==> src/rtl/video_tx_timing_pkg.sv <==
// video_tx_timing_pkg: FSM state encoding, 720p default timing and RGB565 field widths.
package video_tx_timing_pkg;
  typedef enum logic [1:0] {IDLE, ALIGN, RUN} state_t;
  localparam int CNT_W = 12;
  localparam int R_W = 5, G_W = 6, B_W = 5;
  localparam int PIX_W = R_W + G_W + B_W;
  localparam int DEF_H_DISP = 1280, DEF_H_FP = 110, DEF_H_SYNC = 40, DEF_H_BP = 220;
  localparam int DEF_V_DISP = 720, DEF_V_FP = 5, DEF_V_SYNC = 5, DEF_V_BP = 20;
endpackage

==> src/rtl/video_tx_timing_if.sv <==
// video_tx_timing_if: upstream pixel handshake plus registered video output bundle.
interface video_tx_timing_if;
  import video_tx_timing_pkg::*;
  logic pix_valid, pix_sof, pix_ready;
  logic [PIX_W-1:0] pix_data;
  logic vo_hs, vo_vs, vo_de, frame_start;
  logic [PIX_W-1:0] vo_data;
  modport master(output pix_valid, pix_sof, pix_data, input pix_ready, vo_hs, vo_vs, vo_de, vo_data, frame_start);
  modport slave(input pix_valid, pix_sof, pix_data, output pix_ready, vo_hs, vo_vs, vo_de, vo_data, frame_start);
endinterface

==> src/rtl/video_timing_cnt.sv <==
// video_timing_cnt: free-running h/v raster counters with active and sync region decode.
module video_timing_cnt
  import video_tx_timing_pkg::*;
#(
  parameter int H_DISP = DEF_H_DISP,
  parameter int H_FP   = DEF_H_FP,
  parameter int H_SYNC = DEF_H_SYNC,
  parameter int H_BP   = DEF_H_BP,
  parameter int V_DISP = DEF_V_DISP,
  parameter int V_FP   = DEF_V_FP,
  parameter int V_SYNC = DEF_V_SYNC,
  parameter int V_BP   = DEF_V_BP
) (
  input  logic             clk,
  input  logic             rst,
  input  logic             clr,
  output logic [CNT_W-1:0] h_cnt,
  output logic [CNT_W-1:0] v_cnt,
  output logic             active,
  output logic             h_sync,
  output logic             v_sync
);
  localparam logic [CNT_W-1:0] H_ACT  = CNT_W'(H_DISP);
  localparam logic [CNT_W-1:0] H_SS   = CNT_W'(H_DISP + H_FP);
  localparam logic [CNT_W-1:0] H_SE   = CNT_W'(H_DISP + H_FP + H_SYNC);
  localparam logic [CNT_W-1:0] H_LAST = CNT_W'(H_DISP + H_FP + H_SYNC + H_BP - 1);
  localparam logic [CNT_W-1:0] V_ACT  = CNT_W'(V_DISP);
  localparam logic [CNT_W-1:0] V_SS   = CNT_W'(V_DISP + V_FP);
  localparam logic [CNT_W-1:0] V_SE   = CNT_W'(V_DISP + V_FP + V_SYNC);
  localparam logic [CNT_W-1:0] V_LAST = CNT_W'(V_DISP + V_FP + V_SYNC + V_BP - 1);
  always_ff @(posedge clk)
    if (rst || clr) begin
      h_cnt <= '0;
      v_cnt <= '0;
    end else begin
      h_cnt <= (h_cnt == H_LAST) ? '0 : h_cnt + CNT_W'(1);
      v_cnt <= (h_cnt != H_LAST) ? v_cnt : (v_cnt == V_LAST) ? '0 : v_cnt + CNT_W'(1);
    end
  assign active = (h_cnt < H_ACT) && (v_cnt < V_ACT);
  assign h_sync = (h_cnt >= H_SS) && (h_cnt < H_SE);
  assign v_sync = (v_cnt >= V_SS) && (v_cnt < V_SE);
endmodule

==> src/rtl/video_tx_timing.sv <==
// video_tx_timing: raster generator that locks an upstream RGB565 stream to frame origin.
module video_tx_timing
  import video_tx_timing_pkg::*;
#(
  parameter int              H_DISP     = DEF_H_DISP,
  parameter int              H_FP       = DEF_H_FP,
  parameter int              H_SYNC     = DEF_H_SYNC,
  parameter int              H_BP       = DEF_H_BP,
  parameter int              V_DISP     = DEF_V_DISP,
  parameter int              V_FP       = DEF_V_FP,
  parameter int              V_SYNC     = DEF_V_SYNC,
  parameter int              V_BP       = DEF_V_BP,
  parameter logic            HS_POL     = 1'b1,
  parameter logic            VS_POL     = 1'b1,
  parameter logic [PIX_W-1:0] FILL_COLOR = '0
) (
  input  logic             clk,
  input  logic             rst,
  input  logic             en,
  input  logic             clr_status,
  video_tx_timing_if.slave bus,
  output logic             underflow,
  output logic             resync_err
);
  state_t state, state_n;
  logic [CNT_W-1:0] h_cnt, v_cnt;
  logic active, h_sync, v_sync, origin, sof_hit, lock, live, show, ev_uf, ev_rs;
  video_timing_cnt #(
    .H_DISP(H_DISP), .H_FP(H_FP), .H_SYNC(H_SYNC), .H_BP(H_BP),
    .V_DISP(V_DISP), .V_FP(V_FP), .V_SYNC(V_SYNC), .V_BP(V_BP)
  ) u_cnt (
    .clk(clk), .rst(rst), .clr(!en || state == IDLE),
    .h_cnt(h_cnt), .v_cnt(v_cnt), .active(active), .h_sync(h_sync), .v_sync(v_sync)
  );
  always_comb begin
    origin = (h_cnt == '0) && (v_cnt == '0);
    sof_hit = bus.pix_valid && bus.pix_sof;
    live = state != IDLE;
    lock = state == ALIGN && origin && sof_hit;
    bus.pix_ready = (state == ALIGN) ? bus.pix_valid && (!bus.pix_sof || origin)
                                     : state == RUN && active && !(sof_hit && !origin);
    show = bus.pix_ready && bus.pix_valid && (lock || state == RUN);
    ev_uf = state == RUN && active && !bus.pix_valid;
    // a SOF off-origin or a non-SOF at origin both mean the stream lost frame alignment
    ev_rs = state == RUN && bus.pix_valid && (bus.pix_sof != origin);
    state_n = !en ? IDLE : (state == IDLE) ? ALIGN : lock ? RUN
            : (state == RUN && sof_hit && !origin) ? ALIGN : state;
  end
  always_ff @(posedge clk)
    if (rst) begin
      state <= IDLE;
      bus.vo_de <= 1'b0;
      bus.vo_data <= '0;
      bus.vo_hs <= !HS_POL;
      bus.vo_vs <= !VS_POL;
      bus.frame_start <= 1'b0;
      underflow <= 1'b0;
      resync_err <= 1'b0;
    end else begin
      state <= state_n;
      bus.vo_de <= live && active;
      bus.vo_data <= !(live && active) ? '0 : show ? bus.pix_data : FILL_COLOR;
      bus.vo_hs <= (live && h_sync) ? HS_POL : !HS_POL;
      bus.vo_vs <= (live && v_sync) ? VS_POL : !VS_POL;
      bus.frame_start <= origin && (lock || state == RUN);
      underflow <= ev_uf || (underflow && !clr_status);
      resync_err <= ev_rs || (resync_err && !clr_status);
    end
endmodule

==> src/flat_wrapper.sv <==
// flat-port wrapper written by rule: the top's interface ports become plain ports
module video_tx_timing_flat import video_tx_timing_pkg::*;
#(
  parameter int              H_DISP     = DEF_H_DISP,
  parameter int              H_FP       = DEF_H_FP,
  parameter int              H_SYNC     = DEF_H_SYNC,
  parameter int              H_BP       = DEF_H_BP,
  parameter int              V_DISP     = DEF_V_DISP,
  parameter int              V_FP       = DEF_V_FP,
  parameter int              V_SYNC     = DEF_V_SYNC,
  parameter int              V_BP       = DEF_V_BP,
  parameter logic            HS_POL     = 1'b1,
  parameter logic            VS_POL     = 1'b1,
  parameter logic [PIX_W-1:0] FILL_COLOR = '0
)
  (clk, rst, en, clr_status, underflow, resync_err, bus_pix_valid, bus_pix_sof, bus_pix_data, bus_pix_ready, bus_vo_hs, bus_vo_vs, bus_vo_de, bus_vo_data, bus_frame_start);
  video_tx_timing_if bus_i ();
  input  logic clk;
  input  logic rst;
  input  logic en;
  input  logic clr_status;
  output logic underflow;
  output logic resync_err;
  input wire logic [$bits(bus_i.pix_valid)-1:0] bus_pix_valid;
  input wire logic [$bits(bus_i.pix_sof)-1:0] bus_pix_sof;
  input wire logic [$bits(bus_i.pix_data)-1:0] bus_pix_data;
  output wire logic [$bits(bus_i.pix_ready)-1:0] bus_pix_ready;
  output wire logic [$bits(bus_i.vo_hs)-1:0] bus_vo_hs;
  output wire logic [$bits(bus_i.vo_vs)-1:0] bus_vo_vs;
  output wire logic [$bits(bus_i.vo_de)-1:0] bus_vo_de;
  output wire logic [$bits(bus_i.vo_data)-1:0] bus_vo_data;
  output wire logic [$bits(bus_i.frame_start)-1:0] bus_frame_start;
  assign bus_i.pix_valid = bus_pix_valid;
  assign bus_i.pix_sof = bus_pix_sof;
  assign bus_i.pix_data = bus_pix_data;
  assign bus_pix_ready = bus_i.pix_ready;
  assign bus_vo_hs = bus_i.vo_hs;
  assign bus_vo_vs = bus_i.vo_vs;
  assign bus_vo_de = bus_i.vo_de;
  assign bus_vo_data = bus_i.vo_data;
  assign bus_frame_start = bus_i.frame_start;
  video_tx_timing #(.H_DISP(H_DISP), .H_FP(H_FP), .H_SYNC(H_SYNC), .H_BP(H_BP), .V_DISP(V_DISP), .V_FP(V_FP), .V_SYNC(V_SYNC), .V_BP(V_BP), .HS_POL(HS_POL), .VS_POL(VS_POL), .FILL_COLOR(FILL_COLOR)) u_core (.clk(clk), .rst(rst), .en(en), .clr_status(clr_status), .bus(bus_i), .underflow(underflow), .resync_err(resync_err));
endmodule
==> config.mk <==
export PLATFORM = sky130hd
export DESIGN_NAME = video_tx_timing_flat
export DESIGN_NICKNAME = d
export VERILOG_FILES = /design/src/rtl/video_tx_timing_pkg.sv /design/src/rtl/video_tx_timing_if.sv /design/src/rtl/video_timing_cnt.sv /design/src/rtl/video_tx_timing.sv /design/src/flat_wrapper.sv
export SDC_FILE = /design/constraint.sdc
export NUM_CORES = 1
export LEC_CHECK = 0
export CAP_MARGIN = 10
export CORE_ASPECT_RATIO = 1.4
export CORE_MARGIN = 2
export CORE_UTILIZATION = 50
export CTS_CLUSTER_DIAMETER = 120
export CTS_CLUSTER_SIZE = 8
export DETAILED_ROUTE_END_ITERATION = 8
export DONT_BUFFER_PORTS = 1
export PLACE_DENSITY_LB_ADDON = 0.08
export SYNTH_ARGS = -nofsm -noshare
export SYNTH_HDL_FRONTEND = slang
export SYNTH_HIERARCHICAL = 1
export SYNTH_SLANG_ARGS = --single-unit
==> constraint.sdc <==
create_clock -name clk -period 6.05 [get_ports clk]
set_input_delay 0.605 -clock clk [delete_from_list [all_inputs] [get_ports clk]]
set_output_delay 0.605 -clock clk [all_outputs]
set_load 0.01 [all_outputs]
# == Yosys cells after proc, flatten, opt, wreduce, memory -nomap -nowiden ==
# Cells that the tools add are included.
# totals
register_bits,48
latch_bits,0
ram_bits,0
rom_bits,0
inputBits,22
word_cells,81
n_memories,0
# op_classes
addsub,2
mul,0
div,0
magnitude_cmp,6
eq_ne,6
shifts,0
n_mux,7
bitwise_logic,3
n_reduce_logical,46
# ops
op,n
12-bit by 1-bit adder with 12-bit output (second input constant),2
1-bit logical AND,24
12-bit logical NOT,2
12-bit by 10-bit < comparator with 1-bit output (second input constant),2
12-bit by 11-bit < comparator with 1-bit output (second input constant),2
12-bit by 10-bit == test with 1-bit output (second input constant),1
12-bit by 11-bit == test with 1-bit output (second input constant),1
12-bit by 10-bit greater-or-equal comparator with 1-bit output (second input constant),1
12-bit by 11-bit greater-or-equal comparator with 1-bit output (second input constant),1
12-bit two-way mux,1
12-bit by 11-bit inequality test with 1-bit output (second input constant),1
1-bit logical NOT,6
1-bit logical OR,6
3-bit OR reduction,2
1-bit two-way mux,4
2-bit two-way mux,2
2-bit nonzero test,2
2-bit OR reduction,2
1-bit NOT,3
3-bit nonzero test,1
2-bit by 1-bit == test with 1-bit output (second input constant),1
2-bit == test (second input constant),1
2-bit logical NOT,1
1-bit inequality test,1

# == Longest topological paths before layout ==
# logic_depth
depth_word,11
mapped_depth,8
depth_no_buf,7

# == Cells and area by module ==
# The synthesis kept the hierarchy.
# by_module_without_submodules
module,n_inst,cells_per_inst,area_each_um2,seq_area_each_um2
video_timing_cnt,1,155,1377.6,480.5
video_tx_timing,1,87,984.7,480.5

# == Worst setup path after synthesis ==
# OpenSTA, ideal clock, no wires.
# synth_timing
path_kind,reg2reg
startpoint,reg u_core.u_cnt.h_cnt[7]
endpoint,reg u_core.bus.vo_data[0]
arrival_ns,2.163
slack_ns,3.812
stages_incl_launch_ff,9
path_buffers,1
path_cell_list,dfxtp_1 -> or4_4 -> nor2_8 -> nand2_1 -> ha_1 -> o31ai_2 -> a32oi_4 -> buf_6 -> nor3b_2
# synth_between
elab_chain_len,11
# synth_lines
item,line_no,source
start: declaration,video_timing_cnt.sv:17,"output logic [CNT_W-1:0] h_cnt,"
start signal: assignment,video_timing_cnt.sv:36,h_cnt <= (h_cnt == H_LAST) ? '0 : h_cnt + CNT_W'(1);
branches (longest 10 deep; another with 12-bit by 11-bit < comparator with 1-bit output),--,
3-bit OR reduction (no line) *,--,
end signal: assignment,video_tx_timing.sv:62,bus.vo_data <= !(live && active) ? '0 : show ? bus.pix_data : FILL_COLOR;
end: declaration,video_tx_timing_if.sv:9,"modport slave(input pix_valid, pix_sof, pix_data, output pix_ready, vo_hs, vo_vs, vo_de, vo_data, frame_start) ..."
# Mark *: on every way between the ends.
# A chain may end at the register's enable or synchronous reset.

# == Final worst setup path ==
# layout_timing
startpoint,reg u_core.u_cnt.h_cnt[7]
endpoint,out bus_pix_ready
# layout_between
elab_chain_len,7
# layout_lines
item,line_no,source
branches (longest 6 deep; another with 12-bit by 11-bit < comparator with 1-bit output),--,
1-bit two-way mux *,video_tx_timing.sv:40,bus.pix_ready = (state == ALIGN) ? bus.pix_valid && (!bus.pix_sof || origin)
end: declaration,flat_wrapper.sv:27,output wire logic [$bits(bus_i.pix_ready)-1:0] bus_pix_ready;
# Marked as above.

==> results.md <==
* Status: finished clean
* Hold Vio Cnt, Final at 0
* GPL Wtd Cong at 0.843
* Synth area leader: dfxtp_1
* Leak at 0.802 nW
* R2R cell count at 7
* Total CTS buffers at 5
* Total power at 0.535 mW
* First-pass GRT wire length at 7590 um
* Post-synthesis async set-or-reset flop share at 0%
* CP Max Fanout at 7
* Startpoint Class: flip-flop
* Detailed Routing Iterations Pass 1 at 4
* Largest net degree at the start of global routing at 17
* Fmax achieved at 372 MHz
* Clock latency on the worst-skew pair at 0.30 ns
* Post-synth EDFFs at 0
* Crit path time final at 2.69 ns
* Chip width at 62.1 um
* Nets@finish at 270
* Routed Antenna Nets at 0
* WS Path Type: reg2out
* CTS tree: yes
* Die area at 5300 um2
* Cell area power density at 217 nW/um2
* Hpwl dp at 3320 um
* CTS-repair resized insts at 0
* FILL cells at 425
* Post-synth cell types at 57
* Worst vdd ir at 0.129 mV
* Fin crit share at 44.4%
* Worst-path clk slew at 0.09 ns
* Placed cell area at 2370 um2
* Hold Crit Class: in2reg
* Post-synthesis register bit count at 48
* IO Pins at 45
* Initial antenna violation count at 0
* Starting Density at 52.1%
* Worst rel slew slack at 39.9%
* Crit. End Element: output pin
* Core Area at 4540 um2
* Register area share after synthesis at 40.7%
* Ranking of synthesized cells by area: dfxtp_1 41%, nor3b_2 5.3%, nor2_1 4.0%
* Syn_nets at 270
* Slew @ Worst Pin at 0.901 ns
* Synthesized area at 2360 um2
* Diode count at 0
* Worst reg-to-reg setup slack at 3.59 ns
* Htree depth at 2
* Final instance area at 2460 um2
* Vias in the first global route at 1651
* Most common flop cell mapped by yosys: dfxtp_1
* Final setup viols at 0
* Reg2reg end: u_core/bus.vo_data[9]$_SDFF_PP0_
* Final WL at 4460 um
* Crit path DAT at 2.08 ns
* TNS Setup at 0 ns
* List of most frequent post-synthesis cells: 48 x dfxtp_1, 25 x nor2_1, 15 x a21oi_1
* Area Overhead vs Synth at 4.34%
* # hold bufs at CTS at 0
* Worst r2r src: u_core/u_cnt/h_cnt[7]$_SDFF_PP0_
* Placement Rows at 29
* Hold endpoint: u_core/resync_err$_SDFF_PP0_
* Min-delay src: rst
* Hold path cells at 1
* Vias at 1743
* Drt first-iter violations at 96
* Skew final at 0.00350 ns
* Critical Path RT at 5.44 ns
* Max Slew Vio Count at 0
* Clock Sinks at 48
* Gr usage total at 18.8%
* # Post-CTS Setup Buffers at 0
* Root buf cell: clkbuf_8
* Synth Instances at 242
* RSZ-0062 raised after global routing: false
* Cell with the most instances after synthesis: dfxtp_1
* PortBufs at 0
* Total congestion overflow at 0
* Fraction of layout cells with a size suffix above 1 at 14.0%
* Die Y at 85.3 um
* Vias per cell at 5.71
* Max-Cap Viols at 0
* Mean area per synthesized cell at 9.76 um2
* Yosys warns at 6
* DRC viols at 0
* DR WL/cell at 14.6 um
* Max Root-Sink Buffers at 2
* Area share of the largest cell type after synthesis at 40.7%
[sequential cells by signal (all words and copies together), names as in the netlist]
register / cells
u_core/underflow: 1
u_core/bus.vo_de: 1
u_core/bus.vo_hs: 1
u_core/resync_err: 1
u_core/bus.frame_start: 1
u_core/u_cnt/h_cnt: 12
u_core/bus.vo_vs: 1
u_core/state: 2
u_core/u_cnt/v_cnt: 12
u_core/bus.vo_data: 16
[cell families after synthesis]
family / Yosys count / share of synthesized area [%]
AO/OA/AOI/OAI: 38 / 11.3
adder cells (fa/ha/maj): 6 / 3.18
multiplexers: 3 / 1.27
flip-flops: 48 / 40.7
XOR/XNOR: 11 / 4.08
AND/OR/NAND/NOR: 121 / 35.2
buffers and inverters: 15 / 4.34
[placed cells by master, fill, tap and decap left out, drive strengths merged, types with 2 or more instances in the layout]
master,count
dfxtp,48
nor2,26
nor3b,16
a21oi,15
nand2,13
nand3,12
inv,8
xor2,7
clkbuf,6
o21ai,6
ha,6
nor3,6
or4,6
nor4,5
and3,5
o31ai,5
nand4,5
xnor2,4
and2,4
and4,4
mux2i,3
nor4b,3
and4b,3
or3,3
clkinvlp,2
nand3b,2
nor2b,2
nand2b,2
o211a,2
[power breakdown]
| group | leakage [nW] | switching [mW] | total, mW | internal [mW] |
|---|---|---|---|---|
| sequential | 0.387 | 0.00215 | 0.319 | 0.317 |
| clock | 0.0434 | 0.106 | 0.199 | 0.0925 |
| combinational | 0.371 | 0.0104 | 0.0173 | 0.00696 |
| total | 0.802 | 0.119 | 0.535 | 0.417 |
[cell type report]
cell class	count	area (um2)	share of cell area (%)
well taps	62	77.6	3.15
clock buffers	6	82.6	3.35
clock inverters	2	15.0	0.609
multi-input cells	179	1300	52.7
flip-flops and latches	48	961	39.0
inverters	8	30.0	1.22
[metrics by stage]
stage | utilization, % | hold slack (ns) | setup WS, ns | instances
after global placement | 52.2 | 0.493 | 3.64 | 297
after floorplan | - | 0.456 | 3.81 | 242
final | 54.3 | 0.361 | 3.36 | 305
after CTS | 54.3 | 0.352 | 3.35 | 305
after detailed placement | 52.2 | 0.494 | 3.62 | 297
after global routing | 54.3 | 0.340 | 3.21 | 305
[worst max-delay path, cell delays in order, from the launching register on]
cell	delay, ns
dfxtp_1	0.42
or4_4	0.59
nor2_8	0.14
nand2_1	0.09
ha_1	0.21
nor2_1	0.12
o2bb2ai_1	0.20
[worst max-delay path by stage]
stage / endpoint / depth (start not counted) / slack, ns / startpoint
5_1_grt: bus_pix_ready / 6 / 3.21 / u_core/u_cnt/h_cnt[3]$_SDFF_PP0_
6_report: bus_pix_ready / 6 / 3.36 / u_core/u_cnt/h_cnt[7]$_SDFF_PP0_
3_5_place_dp: u_core/bus.vo_data[9]$_SDFF_PP0_ / 7 / 3.62 / u_core/u_cnt/h_cnt[7]$_SDFF_PP0_
4_1_cts: bus_pix_ready / 6 / 3.35 / u_core/u_cnt/h_cnt[7]$_SDFF_PP0_
3_3_place_gp: u_core/bus.vo_data[11]$_SDFF_PP0_ / 7 / 3.64 / u_core/u_cnt/v_cnt[4]$_SDFFE_PP0N_
2_1_floorplan: u_core/bus.vo_data[0]$_SDFF_PP0_ / 8 / 3.81 / u_core/u_cnt/h_cnt[7]$_SDFF_PP0_
[layer usage]
metal / track usage (%) / up-vias / wire, um
li1: - / 885 / -
met1: 22.8 / 802 / 1920
met2: 31.2 / 47 / 2260
met3: 4.12 / 9 / 181
met4: 7.35 / 0 / 92
met5: 0 / - / 0
No activity file was read; power rests on OpenSTA's default activity.
